[src/rtl/lsu_pkg.sv]
// Shared constants and helpers for the MEM-stage load/store unit.
package lsu_pkg;

    // funct3 encodings for RV32I loads/stores
    localparam logic [2:0] F3_B  = 3'b000;
    localparam logic [2:0] F3_H  = 3'b001;
    localparam logic [2:0] F3_W  = 3'b010;
    localparam logic [2:0] F3_BU = 3'b100;
    localparam logic [2:0] F3_HU = 3'b101;

    typedef enum logic [1:0] {
        IDLE = 2'd0,
        BUSY = 2'd1,
        DONE = 2'd2
    } lsu_state_t;

    // Byte-enable patterns before shifting to the addressed lane
    localparam logic [3:0] BE_B = 4'b0001;
    localparam logic [3:0] BE_H = 4'b0011;
    localparam logic [3:0] BE_W = 4'b1111;

    // Stores have no unsigned variants, so the legal set differs by direction
    function automatic logic f3_legal(input logic [2:0] f3, input logic is_store);
        if (is_store)
            return (f3 == F3_B) || (f3 == F3_H) || (f3 == F3_W);
        else
            return (f3 == F3_B) || (f3 == F3_H) || (f3 == F3_W) ||
                   (f3 == F3_BU) || (f3 == F3_HU);
    endfunction

    // Natural alignment check keyed on the access size bits
    function automatic logic f3_aligned(input logic [2:0] f3, input logic [1:0] off);
        case (f3[1:0])
            2'b01:   return ~off[0];
            2'b10:   return off == 2'b00;
            default: return 1'b1;
        endcase
    endfunction

endpackage

[src/rtl/lsu_load_align.sv]
// Selects the addressed byte/half from a bus word and sign/zero-extends it.
module lsu_load_align
    import lsu_pkg::*;
(
    input  logic [31:0] rdata,
    input  logic [1:0]  offset,
    input  logic [2:0]  funct3,
    output logic [31:0] data
);

    logic [7:0]  lanes [4];
    logic [7:0]  byte_sel;
    logic [15:0] half_sel;

    generate
        for (genvar gi = 0; gi < 4; gi++) begin : g_lane
            assign lanes[gi] = rdata[8*gi +: 8];
        end
    endgenerate

    assign byte_sel = lanes[offset];
    // Halfwords are only ever at offset 0 or 2, so offset[1] picks the pair
    assign half_sel = {lanes[{offset[1], 1'b1}], lanes[{offset[1], 1'b0}]};

    // Extension according to the access kind; words pass straight through
    always_comb begin
        data = rdata;
        case (funct3)
            F3_B:    data = {{24{byte_sel[7]}}, byte_sel};
            F3_H:    data = {{16{half_sel[15]}}, half_sel};
            F3_BU:   data = {24'd0, byte_sel};
            F3_HU:   data = {16'd0, half_sel};
            default: data = rdata;
        endcase
    end

endmodule

[src/rtl/mem_lsu.sv]
// MEM-stage load/store unit: turns a pipeline access into one req/ack bus
// transaction, stalls until it completes, and flags faults with a DONE-cycle err.
module mem_lsu
    import lsu_pkg::*;
#(
    parameter int TIMEOUT = 64,
    parameter int CNT_W   = 7
) (
    input  logic        clk,
    input  logic        rst,
    input  logic        mem_rd,
    input  logic        mem_wr,
    input  logic [2:0]  funct3,
    input  logic [31:0] addr,
    input  logic [31:0] st_data,
    output logic        stall,
    output logic [31:0] ld_data,
    output logic        err,
    output logic        bus_req,
    output logic        bus_we,
    output logic [31:0] bus_addr,
    output logic [3:0]  bus_be,
    output logic [31:0] bus_wdata,
    input  logic [31:0] bus_rdata,
    input  logic        bus_ack
);

    lsu_state_t        state_reg, state_next;
    logic [CNT_W-1:0]  cnt_reg, cnt_next;
    logic              req_reg, req_next;
    logic              we_reg, we_next;
    logic [31:0]       baddr_reg, baddr_next;
    logic [3:0]        be_reg, be_next;
    logic [31:0]       wdata_reg, wdata_next;
    logic [31:0]       ld_reg, ld_next;
    logic              err_reg, err_next;
    // Size/sign and lane offset of the in-flight access, needed at ack time
    logic [2:0]        f3_reg, f3_next;
    logic [1:0]        off_reg, off_next;

    logic              access;
    logic              ok;
    logic [3:0]        be_calc;
    logic [31:0]       wdata_calc;
    logic [31:0]       aligned_data;

    assign access = mem_rd | mem_wr;
    assign ok     = f3_legal(funct3, mem_wr) && f3_aligned(funct3, addr[1:0]);

    // Lane placement of enables and store data for the requested size
    always_comb begin
        be_calc    = BE_W;
        wdata_calc = st_data;
        case (funct3[1:0])
            2'b00: begin
                be_calc    = BE_B << addr[1:0];
                wdata_calc = {4{st_data[7:0]}};
            end
            2'b01: begin
                be_calc    = BE_H << addr[1:0];
                wdata_calc = {2{st_data[15:0]}};
            end
            default: begin
                be_calc    = BE_W;
                wdata_calc = st_data;
            end
        endcase
    end

    lsu_load_align u_align (
        .rdata  (bus_rdata),
        .offset (off_reg),
        .funct3 (f3_reg),
        .data   (aligned_data)
    );

    // Next-state and next-output logic; err defaults low so it pulses once
    always_comb begin
        state_next = state_reg;
        cnt_next   = cnt_reg;
        req_next   = req_reg;
        we_next    = we_reg;
        baddr_next = baddr_reg;
        be_next    = be_reg;
        wdata_next = wdata_reg;
        ld_next    = ld_reg;
        err_next   = 1'b0;
        f3_next    = f3_reg;
        off_next   = off_reg;
        case (state_reg)
            IDLE: begin
                if (access) begin
                    if (ok) begin
                        req_next   = 1'b1;
                        we_next    = mem_wr;
                        baddr_next = {addr[31:2], 2'b00};
                        be_next    = be_calc;
                        wdata_next = wdata_calc;
                        f3_next    = funct3;
                        off_next   = addr[1:0];
                        cnt_next   = '0;
                        state_next = BUSY;
                    end else begin
                        err_next   = 1'b1;
                        state_next = DONE;
                    end
                end
            end
            BUSY: begin
                // ack is tested first so it wins over a coincident timeout
                if (bus_ack) begin
                    req_next   = 1'b0;
                    be_next    = 4'd0;
                    if (!we_reg)
                        ld_next = aligned_data;
                    state_next = DONE;
                end else if (cnt_reg == CNT_W'(TIMEOUT - 1)) begin
                    req_next   = 1'b0;
                    err_next   = 1'b1;
                    ld_next    = 32'd0;
                    state_next = DONE;
                end else begin
                    cnt_next = cnt_reg + 1'b1;
                end
            end
            DONE:    state_next = IDLE;
            default: state_next = IDLE;
        endcase
    end

    // State, counter and registered bus/result outputs
    always_ff @(posedge clk) begin
        if (rst) begin
            state_reg <= IDLE;
            cnt_reg   <= '0;
            req_reg   <= 1'b0;
            we_reg    <= 1'b0;
            baddr_reg <= 32'd0;
            be_reg    <= 4'd0;
            wdata_reg <= 32'd0;
            ld_reg    <= 32'd0;
            err_reg   <= 1'b0;
            f3_reg    <= 3'd0;
            off_reg   <= 2'd0;
        end else begin
            state_reg <= state_next;
            cnt_reg   <= cnt_next;
            req_reg   <= req_next;
            we_reg    <= we_next;
            baddr_reg <= baddr_next;
            be_reg    <= be_next;
            wdata_reg <= wdata_next;
            ld_reg    <= ld_next;
            err_reg   <= err_next;
            f3_reg    <= f3_next;
            off_reg   <= off_next;
        end
    end

    assign stall     = ((state_reg == IDLE) && access) || (state_reg == BUSY);
    assign ld_data   = ld_reg;
    assign err       = err_reg;
    assign bus_req   = req_reg;
    assign bus_we    = we_reg;
    assign bus_addr  = baddr_reg;
    assign bus_be    = be_reg;
    assign bus_wdata = wdata_reg;

endmodule

[config.mk]
export PLATFORM = sky130hd
export DESIGN_NAME = mem_lsu
export DESIGN_NICKNAME = d
export VERILOG_FILES = /design/src/rtl/lsu_pkg.sv /design/src/rtl/lsu_load_align.sv /design/src/rtl/mem_lsu.sv
export SDC_FILE = /design/constraint.sdc
export NUM_CORES = 1
export LEC_CHECK = 0
export ABC_CLOCK_PERIOD_IN_PS = 2000
export BUFFER_PORTS_ARGS = -buffer_cell sky130_fd_sc_hd__buf_4
export CAP_MARGIN = 20
export CORE_UTILIZATION = 31
export CTS_CLUSTER_DIAMETER = 120
export DETAILED_ROUTE_END_ITERATION = 10
export PLACE_DENSITY = 0.55
export RECOVER_POWER = 50
export SYNTH_ARGS = -nofsm -noshare
export SYNTH_HDL_FRONTEND = slang
export SYNTH_HIERARCHICAL = 1
export SYNTH_SLANG_ARGS = --single-unit
export TNS_END_PERCENT = 100
[constraint.sdc]
create_clock -name clk -period 2 [get_ports clk]
set_clock_uncertainty 0.15 [all_clocks]
set_input_delay 0.4 -clock clk [delete_from_list [all_inputs] [get_ports clk]]
set_output_delay 0.4 -clock clk [all_outputs]
set_load 0.01 [all_outputs]
==> flow_summary.yaml, run 1 <==
clock_network:
  ctsHtreeMaxLevel: 4
  clock_insertion_delay_worst_skew_ns: 0.41
  clkSinkCount: 115
  cts_tree: "yes"
  cts_inserted_buffers: 17
  path_clk_slew_ns: 0.05
  cts-hold-fix-buffers: 0
  root_buffer: "sky130_fd_sc_hd__clkbuf_16"
  clockBufferDepth: 2
synthesis:
  synth-compound-area-share_pct: 25.0
  synth_simple_gate_area_share_pct: 20.6
  dominant_combinational_cell_family_by_area_after_synthesis: "compound AO/OA/AOI/OAI gates"
  synth_edf_count: 0
  synth.ff_latch_count: 115
  synth.top_cells.by_area: "sky130_fd_sc_hd__dfxtp_1 (44%), sky130_fd_sc_hd__nand2_1 (9.5%), sky130_fd_sc_hd__a22o_1 (8.0%)"
  unique_masters_post_synth: 51
  synthesis.instances: 626
  postSynth.asyncResetShare_pct: 0
  synth_seq_area_share_pct: 43.6
  yosys.area_share.adder_pct: 0.947
  synth.largest_area_cell: "sky130_fd_sc_hd__dfxtp_1"
  synthesized_area_per_cell_um2: 8.44
  yosys-mux-area-fraction_pct: 3.29
  yosysTopAreaCellShare_pct: 43.6
  dominantRegCellSynth: "sky130_fd_sc_hd__dfxtp_1"
  synth_area_in_xor_xnor_pct: 0
  netlist_area_um2: 5280
  yosysWarningCount: 6
critical_path:
  timing.reg2reg.setup_slack_ns: 0.08
  worst_path_max_stage_delay_ns: 0.40
  crit_chain: "ha_4 -> buf_4 -> nor4bb_4 -> a32oi_2 -> nand4_1 -> or3_1 -> a21oi_2"
  worstPathArrival_ns: 2.11
  setup.worst_path.end_class: "register"
  r2r-start: "cnt_reg[1]"
  crit_type: "reg2reg"
  startpoint_type: "register"
  crit_start: "cnt_reg[1]"
  timing.critical_path.fanout_max: 3
  critical_path.slowest_cell: "sky130_fd_sc_hd__or3_1"
  timing.critical_path.required_ns: 2.19
sta:
  maxSlewViolCount: 0
  grt_setup_unrepaired: "false"
  finalHoldViolCount: 0
  clock.fmax_ghz: 0.521
  layout_min_cycle_time_ns: 1.92
  timing_worst_slew_pin_value_ns: 0.595
  postLayoutSetupSlackWorst_ns: 0.0822
  worst_slew_margin_rel_pct: 60.2
  setup_viol: 0
  fin_tns_setup_ns: 0
  hold_slack_ns: 0.0742
  min_period_over_period_pct: 95.9
detailed_routing:
  routed-via-count: 5456
  drc_marker_count_from_the_first_detailed_route_iteration: 260
  detailedRoute.firstPassIterationCount: 5
  route.detailed.drc: 0
  ant_nets: 0
  routedWlPerCell_um: 15.7
  average_via_count_per_standard_cell: 5.03
  detail_route.wirelength_mm: 17.0
place:
  finalWeightedCongestion: 0.831
  dp_slack_ns: -0.321
  dpl.hpwl_mm: 12.3
  placedInstanceArea_um2: 7280
  post-place-cells: 1048
  port_buffers: 205
status:
  outcome: "completed"
finish:
  insertedDiodeCount: 0
  design_area_um2: 7650
  multi_input_area_um2: 2740
  fill_cells: 1713
  layout.area.seq_um2: 2310
  post_layout_nonfiller_instances: 1085
  fin_nets: 960
  drive_above_1_share_pct: 25.3
  syn2layout_area_growth_pct: 44.7
power_and_ir_drop:
  power_per_cell_area_nw_per_um2: 885
  peakVddDrop_v: 0.000602
  static-leakage-power_nw: 2.99
min_path:
  min-delay-path-class: "in2reg"
  startpoint_of_the_tightest_hold_check_path: "addr[10]"
global_routing:
  grt-ovfl-total: 0
  grt_first_pass_wirelength_mm: 27.2
  groute.usage.overall_pct: 19.3
  grt_max_degree: 84
  grt_pass1_vias: 5334
  antenna_found_initial: 0
floorplan:
  fp.dieArea_um2: 17600
  dieWidth_um: 133
  initial_utilization_pct: 31.9
  row_count: 47
  design.portCount: 208
  fp.dieH_um: 133
  core-area_um2: 16600
job:
  maxCapViolCount: 0
## synthesized netlist by cell type, drive strengths merged, types with 4 or more instances
cell / instances
nand2: 134
dfxtp: 115
a21oi: 70
a22o: 48
nor2: 37
buf: 28
clkbuf: 25
a211oi: 17
nor3: 17
mux2i: 14
o21ai: 12
inv: 11
nor2b: 9
a221o: 8
nand3b: 8
o22a: 8
a311oi: 7
nand3: 7
nand2b: 6
or3: 6
ha: 4
## where the power goes
group | switching (mW) | total (mW) | internal [mW]
logic | 0.605 | 1.13 | 0.521
clock network | 1.05 | 3.16 | 2.11
registers | 0.0691 | 2.48 | 2.41
total | 1.73 | 6.77 | 5.04
## layout make-up
cell class,count,area share [%]
clock buffers,22,6.46
clock inverters,10,1.67
inverters,11,0.540
multi-input cells,449,35.9
flip-flops and latches,115,30.2
well taps,220,3.60
repair buffers,258,21.7
## critical path: cells and delay by family, from the launching register on
kind | cells | cell delay, ns
fa+ha+maj | 1 | 0.16
compound gates | 2 | 0.35
simple gates | 3 | 0.72
buf+inv | 1 | 0.14
flops | 1 | 0.33
## path summary, 6_finish.rpt
| kind | end | cells past startpoint |
|---|---|---|
| setup / recovery | cnt_reg[5] | 7 |
| hold / removal | bus_addr[10] | 3 |
| setup reg to reg | cnt_reg[5] | 7 |
| hold reg to reg | bus_addr[15] | 2 |
## cells in the final DEF (no fill, tap or decap), drive strengths merged, types with 7 or more instances in the layout
cell,n
a311oi,7
clkbuf,125
mux2i,14
buf,155
nor2b,9
a21oi,70
nand2,134
nand3b,8
o22a,8
inv,11
a221o,8
nor2,37
a211oi,17
o21ai,12
nand3,8
nor3,17
dfxtp,115
a22o,48
## metrics by stage
stage / util (%) / total power, mW
after global routing: 46.1 / 7.08
final: 46.1 / 6.77
after global placement: 43.9 / 3.69
after floorplan: - / 3.14
after detailed placement: 43.9 / 3.71
after CTS: 47.6 / 6.90
## logic make-up (layout without fill, tap and decap cells)
group                    Yosys count  count (layout)
AND/OR/NAND/NOR                  240             241
AO/OA/AOI/OAI                    186             186
flip-flops                       115             115
buffers and inverters             64             301
multiplexers                      16              16
adder cells (fa/ha/maj)            4               4
other                              1               2
## per-layer routing
layer | track usage [%] | up-vias | share of wire, % | routed length [um]
li1 | - | 2684 | - | -
met1 | 23.1 | 2542 | 43 | 7380
met4 | 8.62 | 0 | 2.2 | 374
met3 | 7.20 | 26 | 8.4 | 1440
met5 | 0 | - | 0 | 0
met2 | 30.9 | 204 | 46 | 7840
## what timing repair did
item,4_1_cts,5_1_grt
setup endpoints to repair,0,69
endpoints found under the hold margin,0,0
resized for setup,0,17
buffers inserted,0,3
No activity file was read; power rests on OpenSTA's default activity.
==> inputs of run 2 (changes only) <==
--- a/config.mk
+++ b/config.mk
@@ -5,13 +5,13 @@
 export SDC_FILE = /design/constraint.sdc
 export NUM_CORES = 1
 export LEC_CHECK = 0
-export ABC_CLOCK_PERIOD_IN_PS = 2000
+export ABC_CLOCK_PERIOD_IN_PS = 1950
 export BUFFER_PORTS_ARGS = -buffer_cell sky130_fd_sc_hd__buf_4
 export CAP_MARGIN = 20
 export CORE_UTILIZATION = 31
 export CTS_CLUSTER_DIAMETER = 120
 export DETAILED_ROUTE_END_ITERATION = 10
-export PLACE_DENSITY = 0.55
+export PLACE_DENSITY = 0.53
 export RECOVER_POWER = 50
 export SYNTH_ARGS = -nofsm -noshare
 export SYNTH_HDL_FRONTEND = slang
==> constraint.sdc (replaced) <==
create_clock -name clk -period 1.95 [get_ports clk]
set_clock_uncertainty 0.15 [all_clocks]
set_input_delay 0.39 -clock clk [delete_from_list [all_inputs] [get_ports clk]]
set_output_delay 0.39 -clock clk [all_outputs]
set_load 0.01 [all_outputs]
==> run 2 against run 1 <==
The run now ends with negative setup slack left; power is 3.0% higher; register-to-register slack got worse by 0.12 ns; non-clock buffer count is 4 higher; final area grew 2.0%; worst hold slack lost 0.0072 ns; global-route usage up 0.92 points; critical path depth unchanged; setup slack worse by 0.12 ns; via count grew 0.48%; combinational power up 7%; sequential share of layout area shrank 0.60 points; utilization grew 0.94 points; largest cell class unchanged; largest power group unchanged.
==> flow_summary.yaml, run 2 (synthesis gave the netlist of run 1 again) <==
status:
  outcome: "complete, but fails checks"
  violations: "negative setup slack"
critical_path:
  crit_type: "reg2reg"
  reg2reg_to: "cnt_reg[5]"
  timing.critical_path.fanout_max: 4
  crit_start: "cnt_reg[1]"
  setup.worst_path.end_class: "register"
  worst_path_max_stage_delay_ns: 0.43
  startpoint_type: "register"
  crit_buf_inv: 1
  timing.critical_path.required_ns: 2.16
  crit_chain: "ha_4 -> buf_6 -> nor4bb_4 -> a32oi_2 -> nand4_1 -> or3_1 -> a21oi_2"
  cpLargestDelayFamily: "simple AND/OR/NAND/NOR gates"
  worstPathArrival_ns: 2.20
  r2r.worst_path.cells: 7
  r2r-start: "cnt_reg[1]"
  critical_path.slowest_cell: "sky130_fd_sc_hd__or3_1"
  timing.reg2reg.setup_slack_ns: -0.04
finish:
  leading_cell_type_in_the_layout_fill_and_taps_excluded: "sky130_fd_sc_hd__buf_4"
  drive_above_1_share_pct: 27.1
  layout.area.seq_um2: 2310
  insertedDiodeCount: 0
  fin_nets: 964
  syn2layout_area_growth_pct: 47.7
  multi_input_area_um2: 2770
  fill_cells: 1673
  layout.cells.most_common_list: "sky130_fd_sc_hd__buf_4 (159), sky130_fd_sc_hd__nand2_1 (134), sky130_fd_sc_hd__dfxtp_1 (112)"
  design_area_um2: 7800
power_and_ir_drop:
  static-leakage-power_nw: 3.09
  power_per_cell_area_nw_per_um2: 894
  post-layout-total-power_mw: 6.97
  peakVddDrop_v: 0.000628
detailed_routing:
  detailedRoute.firstPassIterationCount: 4
  routed-via-count: 5482
  average_via_count_per_standard_cell: 5.05
  drc_marker_count_from_the_first_detailed_route_iteration: 315
  ant_nets: 0
  route.detailed.drc: 0
  routedWlPerCell_um: 16.4
  detail_route.wirelength_mm: 17.8
sta:
  setup_viol: 1
  grt_setup_unrepaired: "true"
  clock.fmax_ghz: 0.503
  maxSlewViolCount: 0
  fin_tns_setup_ns: -0.0375
  postLayoutSetupSlackWorst_ns: -0.0375
  min_period_over_period_pct: 102
  worst_slew_margin_rel_pct: 55.4
  layout_min_cycle_time_ns: 1.99
  timing_worst_slew_pin_value_ns: 0.668
  finalHoldViolCount: 0
min_path:
  worst_hold_path.num_cells: 3
  startpoint_of_the_tightest_hold_check_path: "addr[4]"
  min-delay-path-class: "in2reg"
  hold_path_end: "bus_addr[4]"
global_routing:
  antenna_found_initial: 0
  grt_first_pass_wirelength_mm: 28.2
  grt_max_degree: 70
  groute.usage.overall_pct: 20.3
  grt-ovfl-total: 0
  grt_pass1_vias: 5315
clock_network:
  clock_insertion_delay_worst_skew_ns: 0.42
  clkSinkCount: 115
  cts_tree: "yes"
  cts_inserted_buffers: 17
  ctsHtreeMaxLevel: 4
  root_buffer: "sky130_fd_sc_hd__clkbuf_16"
  clockBufferDepth: 2
  path_clk_slew_ns: 0.06
floorplan:
  dieWidth_um: 133
  core-area_um2: 16600
  initial_utilization_pct: 31.9
  fp.dieArea_um2: 17600
  row_count: 47
  design.portCount: 208
  fp.dieH_um: 133
place:
  finalWeightedCongestion: 0.814
  placedInstanceArea_um2: 7320
  port_buffers: 205
  dp_slack_ns: -0.361
  dpl.hpwl_mm: 12.6
job:
  maxCapViolCount: 0
-- run 2: layer usage --
metal | global-route usage [%] | routed length (um) | up-vias
met5 | 0 | 0 | -
met4 | 7.34 | 309 | 0
met3 | 6.97 | 1200 | 18
met2 | 32.4 | 8470 | 173
met1 | 25.2 | 7780 | 2600
li1 | - | - | 2691
-- run 2: report_power, final --
group	internal [mW]	total, mW	switching (mW)
clock network	2.14	3.21	1.07
logic	0.573	1.21	0.637
registers	2.47	2.55	0.0743
-- run 2: metrics by stage --
| step | hold WS [ns] | utilization (%) | cells |
|---|---|---|---|
| 4_1_cts | 0.0534 | 48.4 | 1079 |
| 3_5_place_dp | 0.298 | 44.1 | 1047 |
| 3_3_place_gp | 0.293 | 44.1 | 1047 |
| 6_report | 0.0670 | 47.0 | 1085 |
| 5_1_grt | 0.0640 | 47.0 | 1085 |
| 2_1_floorplan | 0.283 | - | 627 |
-- run 2: how the worst max path moves through the flow --
stage                         end  slack, ns  cells after the start
floorplan              cnt_reg[1]      -0.02                      7
global placement    bus_wdata[25]      -0.24                     10
detailed placement   bus_addr[28]      -0.36                     11
CTS                    cnt_reg[1]      0.001                      7
global route           cnt_reg[5]      -0.09                      7
finish                 cnt_reg[5]      -0.04                      7
-- run 2: final cells by class --
cell class	count	area share (%)
inverters	11	0.529
well taps	220	3.53
flip-flops and latches	115	29.6
repair buffers	262	23.3
multi-input cells	449	35.5
clock inverters	5	1.28
clock buffers	23	6.38
-- run 2: worst min-delay path: cells and delay by family --
kind                   cells  cell delay (ns)
AOI/OAI and AO/OA          1             0.05
buffers and inverters      1             0.11
and+or+nand+nor            1             0.04
-- run 2: repair_timing --
action,CTS,global route
pin swaps,2,37
hold buffers,0,0
buffers inserted,2,4
gates cloned,2,2
gates resized for setup,12,15
setup endpoints to repair,33,56
==> inputs of run 3 (changes only) <==
==> constraint.sdc (replaced) <==
create_clock -name clk -period 1.95 [get_ports clk]
set_clock_uncertainty 0.15 [all_clocks]
set_input_delay 0.39 -clock clk [delete_from_list [all_inputs] [get_ports clk]]
set_output_delay 0.39 -clock clk [all_outputs]
set_load 0.1 [all_outputs]
==> run 3 against run 2 <==
Global-route usage decreased by 0.71 points; the flow now finishes without violations; flip-flop and latch count unchanged; sequential share of layout area decreased by 0.36 points; count of clock-buffer cells in the layout unchanged; combinational power increased by 64%; utilization increased by 0.60 points.
==> flow_summary.yaml, run 3 (synthesis gave the netlist of run 1 again) <==
sta:
  layout_min_cycle_time_ns: 1.93
  finalHoldViolCount: 0
  timing_worst_slew_pin_value_ns: 0.636
  min_period_over_period_pct: 99.1
  hold_slack_ns: 0.0671
  grt_setup_unrepaired: "true"
  worst_slew_margin_rel_pct: 57.5
  fin_tns_setup_ns: 0
  maxSlewViolCount: 0
  clock.fmax_ghz: 0.517
  postLayoutSetupSlackWorst_ns: 0.0173
  setup_viol: 0
finish:
  layout.cells.most_common_list: "sky130_fd_sc_hd__buf_4 (151), sky130_fd_sc_hd__nand2_1 (134), sky130_fd_sc_hd__dfxtp_1 (111)"
  final_core_util_pct: 47.6
  syn2layout_area_growth_pct: 49.6
  insertedDiodeCount: 0
  design_area_um2: 7900
  leading_cell_type_in_the_layout_fill_and_taps_excluded: "sky130_fd_sc_hd__buf_4"
  fin_nets: 959
  drive_above_1_share_pct: 36.7
detailed_routing:
  drc_marker_count_from_the_first_detailed_route_iteration: 365
  ant_nets: 0
  detailedRoute.firstPassIterationCount: 5
  routed-via-count: 5479
  detail_route.wirelength_mm: 17.2
  routedWlPerCell_um: 15.9
  average_via_count_per_standard_cell: 5.05
  route.detailed.drc: 0
critical_path:
  worst_path_max_stage_delay_ns: 0.44
  crit_buf_inv: 1
  startpoint_type: "register"
  crit_chain: "ha_4 -> nand3_1 -> or4_4 -> a21oi_4 -> nor2_4 -> clkbuf_16 -> a22o_1"
  r2r-start: "cnt_reg[1]"
  timing.critical_path.required_ns: 2.10
  cpLargestDelayFamily: "simple AND/OR/NAND/NOR gates"
  critical_path.slowest_cell: "sky130_fd_sc_hd__or4_4"
  setup.worst_path.end_class: "register"
  crit_type: "reg2reg"
  crit_start: "cnt_reg[1]"
  timing.critical_path.fanout_max: 8
  worstPathArrival_ns: 2.09
global_routing:
  groute.usage.overall_pct: 19.5
  grt_first_pass_wirelength_mm: 27.3
  grt_pass1_vias: 5246
  busiest_layer: "met2"
  global_route.usage.met1_pct: 23.6
  antenna_found_initial: 0
  grt_max_degree: 61
  grt-ovfl-total: 0
  globalRouteMet3Util_pct: 7.36
  grtUsageMet2_pct: 31.3
clock_network:
  clkSinkCount: 115
  cts_inserted_buffers: 17
  clockBufferDepth: 2
  clock_insertion_delay_worst_skew_ns: 0.41
  ctsHtreeMaxLevel: 4
  path_clk_slew_ns: 0.05
  root_buffer: "sky130_fd_sc_hd__clkbuf_16"
  cts_tree: "yes"
power_and_ir_drop:
  peakVddDrop_v: 0.000660
  static-leakage-power_nw: 3.38
  power_per_cell_area_nw_per_um2: 1010
floorplan:
  design.portCount: 208
  row_count: 47
  dieWidth_um: 133
  fp.dieH_um: 133
  fp.dieArea_um2: 17600
  initial_utilization_pct: 31.9
  core-area_um2: 16600
status:
  outcome: "completed"
place:
  dp_slack_ns: -0.264
  port_buffers: 205
  dpl.hpwl_mm: 12.5
  placedInstanceArea_um2: 7350
  finalWeightedCongestion: 0.805
min_path:
  startpoint_of_the_tightest_hold_check_path: "addr[4]"
  min-delay-path-class: "in2reg"
job:
  maxCapViolCount: 0
## run 3: cell types whose count changed in the layout (fill, tap and decap cells not counted), moves of 3 or more
cell	previous run	this run
sky130_fd_sc_hd__clkbuf_1	90	4
sky130_fd_sc_hd__buf_4	159	151
sky130_fd_sc_hd__clkbuf_2	0	93
sky130_fd_sc_hd__clkbuf_8	5	2
## run 3: final cells by class
type / instances / area (um^2)
clock buffers: 23 / 468
clock inverters: 9 / 176
fillers: 1669 / 8680
inverters: 11 / 53.8
multi-input cells: 448 / 2750
flip-flops and latches: 115 / 2310
well taps: 220 / 275
repair buffers: 258 / 1870
## run 3: what timing repair did
action	4_1_cts	5_1_grt
gates resized for setup	7	12
hold buffers	0	0
pin swaps	0	6
endpoints found under the setup margin	34	40
setup buffers	0	2
cloned	0	2
## run 3: worst register-to-register path, cell delays in order, from the launching register on
cell and delay, ns:
sky130_fd_sc_hd__dfxtp_2 0.35, sky130_fd_sc_hd__ha_4 0.15, sky130_fd_sc_hd__nand3_1 0.10, sky130_fd_sc_hd__or4_4 0.44, sky130_fd_sc_hd__a21oi_4 0.17, sky130_fd_sc_hd__nor2_4 0.08
sky130_fd_sc_hd__clkbuf_16 0.17, sky130_fd_sc_hd__a22o_1 0.22
## run 3: report_power, final
| part | internal (mW) | switching [mW] |
|---|---|---|
| sequential | 2.47 | 0.0780 |
| clock | 2.33 | 1.08 |
| combinational | 0.583 | 1.40 |
## run 3: final timing paths
path / depth (start not counted) / to / slack [ns]
setup / recovery: 7 / ld_data[10] / 0.02
hold / removal: 3 / bus_addr[4] / 0.07
hold reg to reg: 2 / bus_addr[17] / 0.30
setup reg to reg: 7 / ld_data[10] / 0.02
## run 3: per-stage QoR
step,total power [mW],cells
4_1_cts,8.06,1080
5_1_grt,8.26,1084
3_3_place_gp,4.59,1048
3_5_place_dp,4.62,1048
2_1_floorplan,4.00,627
6_report,7.94,1084
## run 3: metal layers
metal  vias up  share of wire [%]
li1       2685                  -
met4         0                2.2
met1      2574                 42
met3        25                8.2
met5         -                  0
met2       195                 48
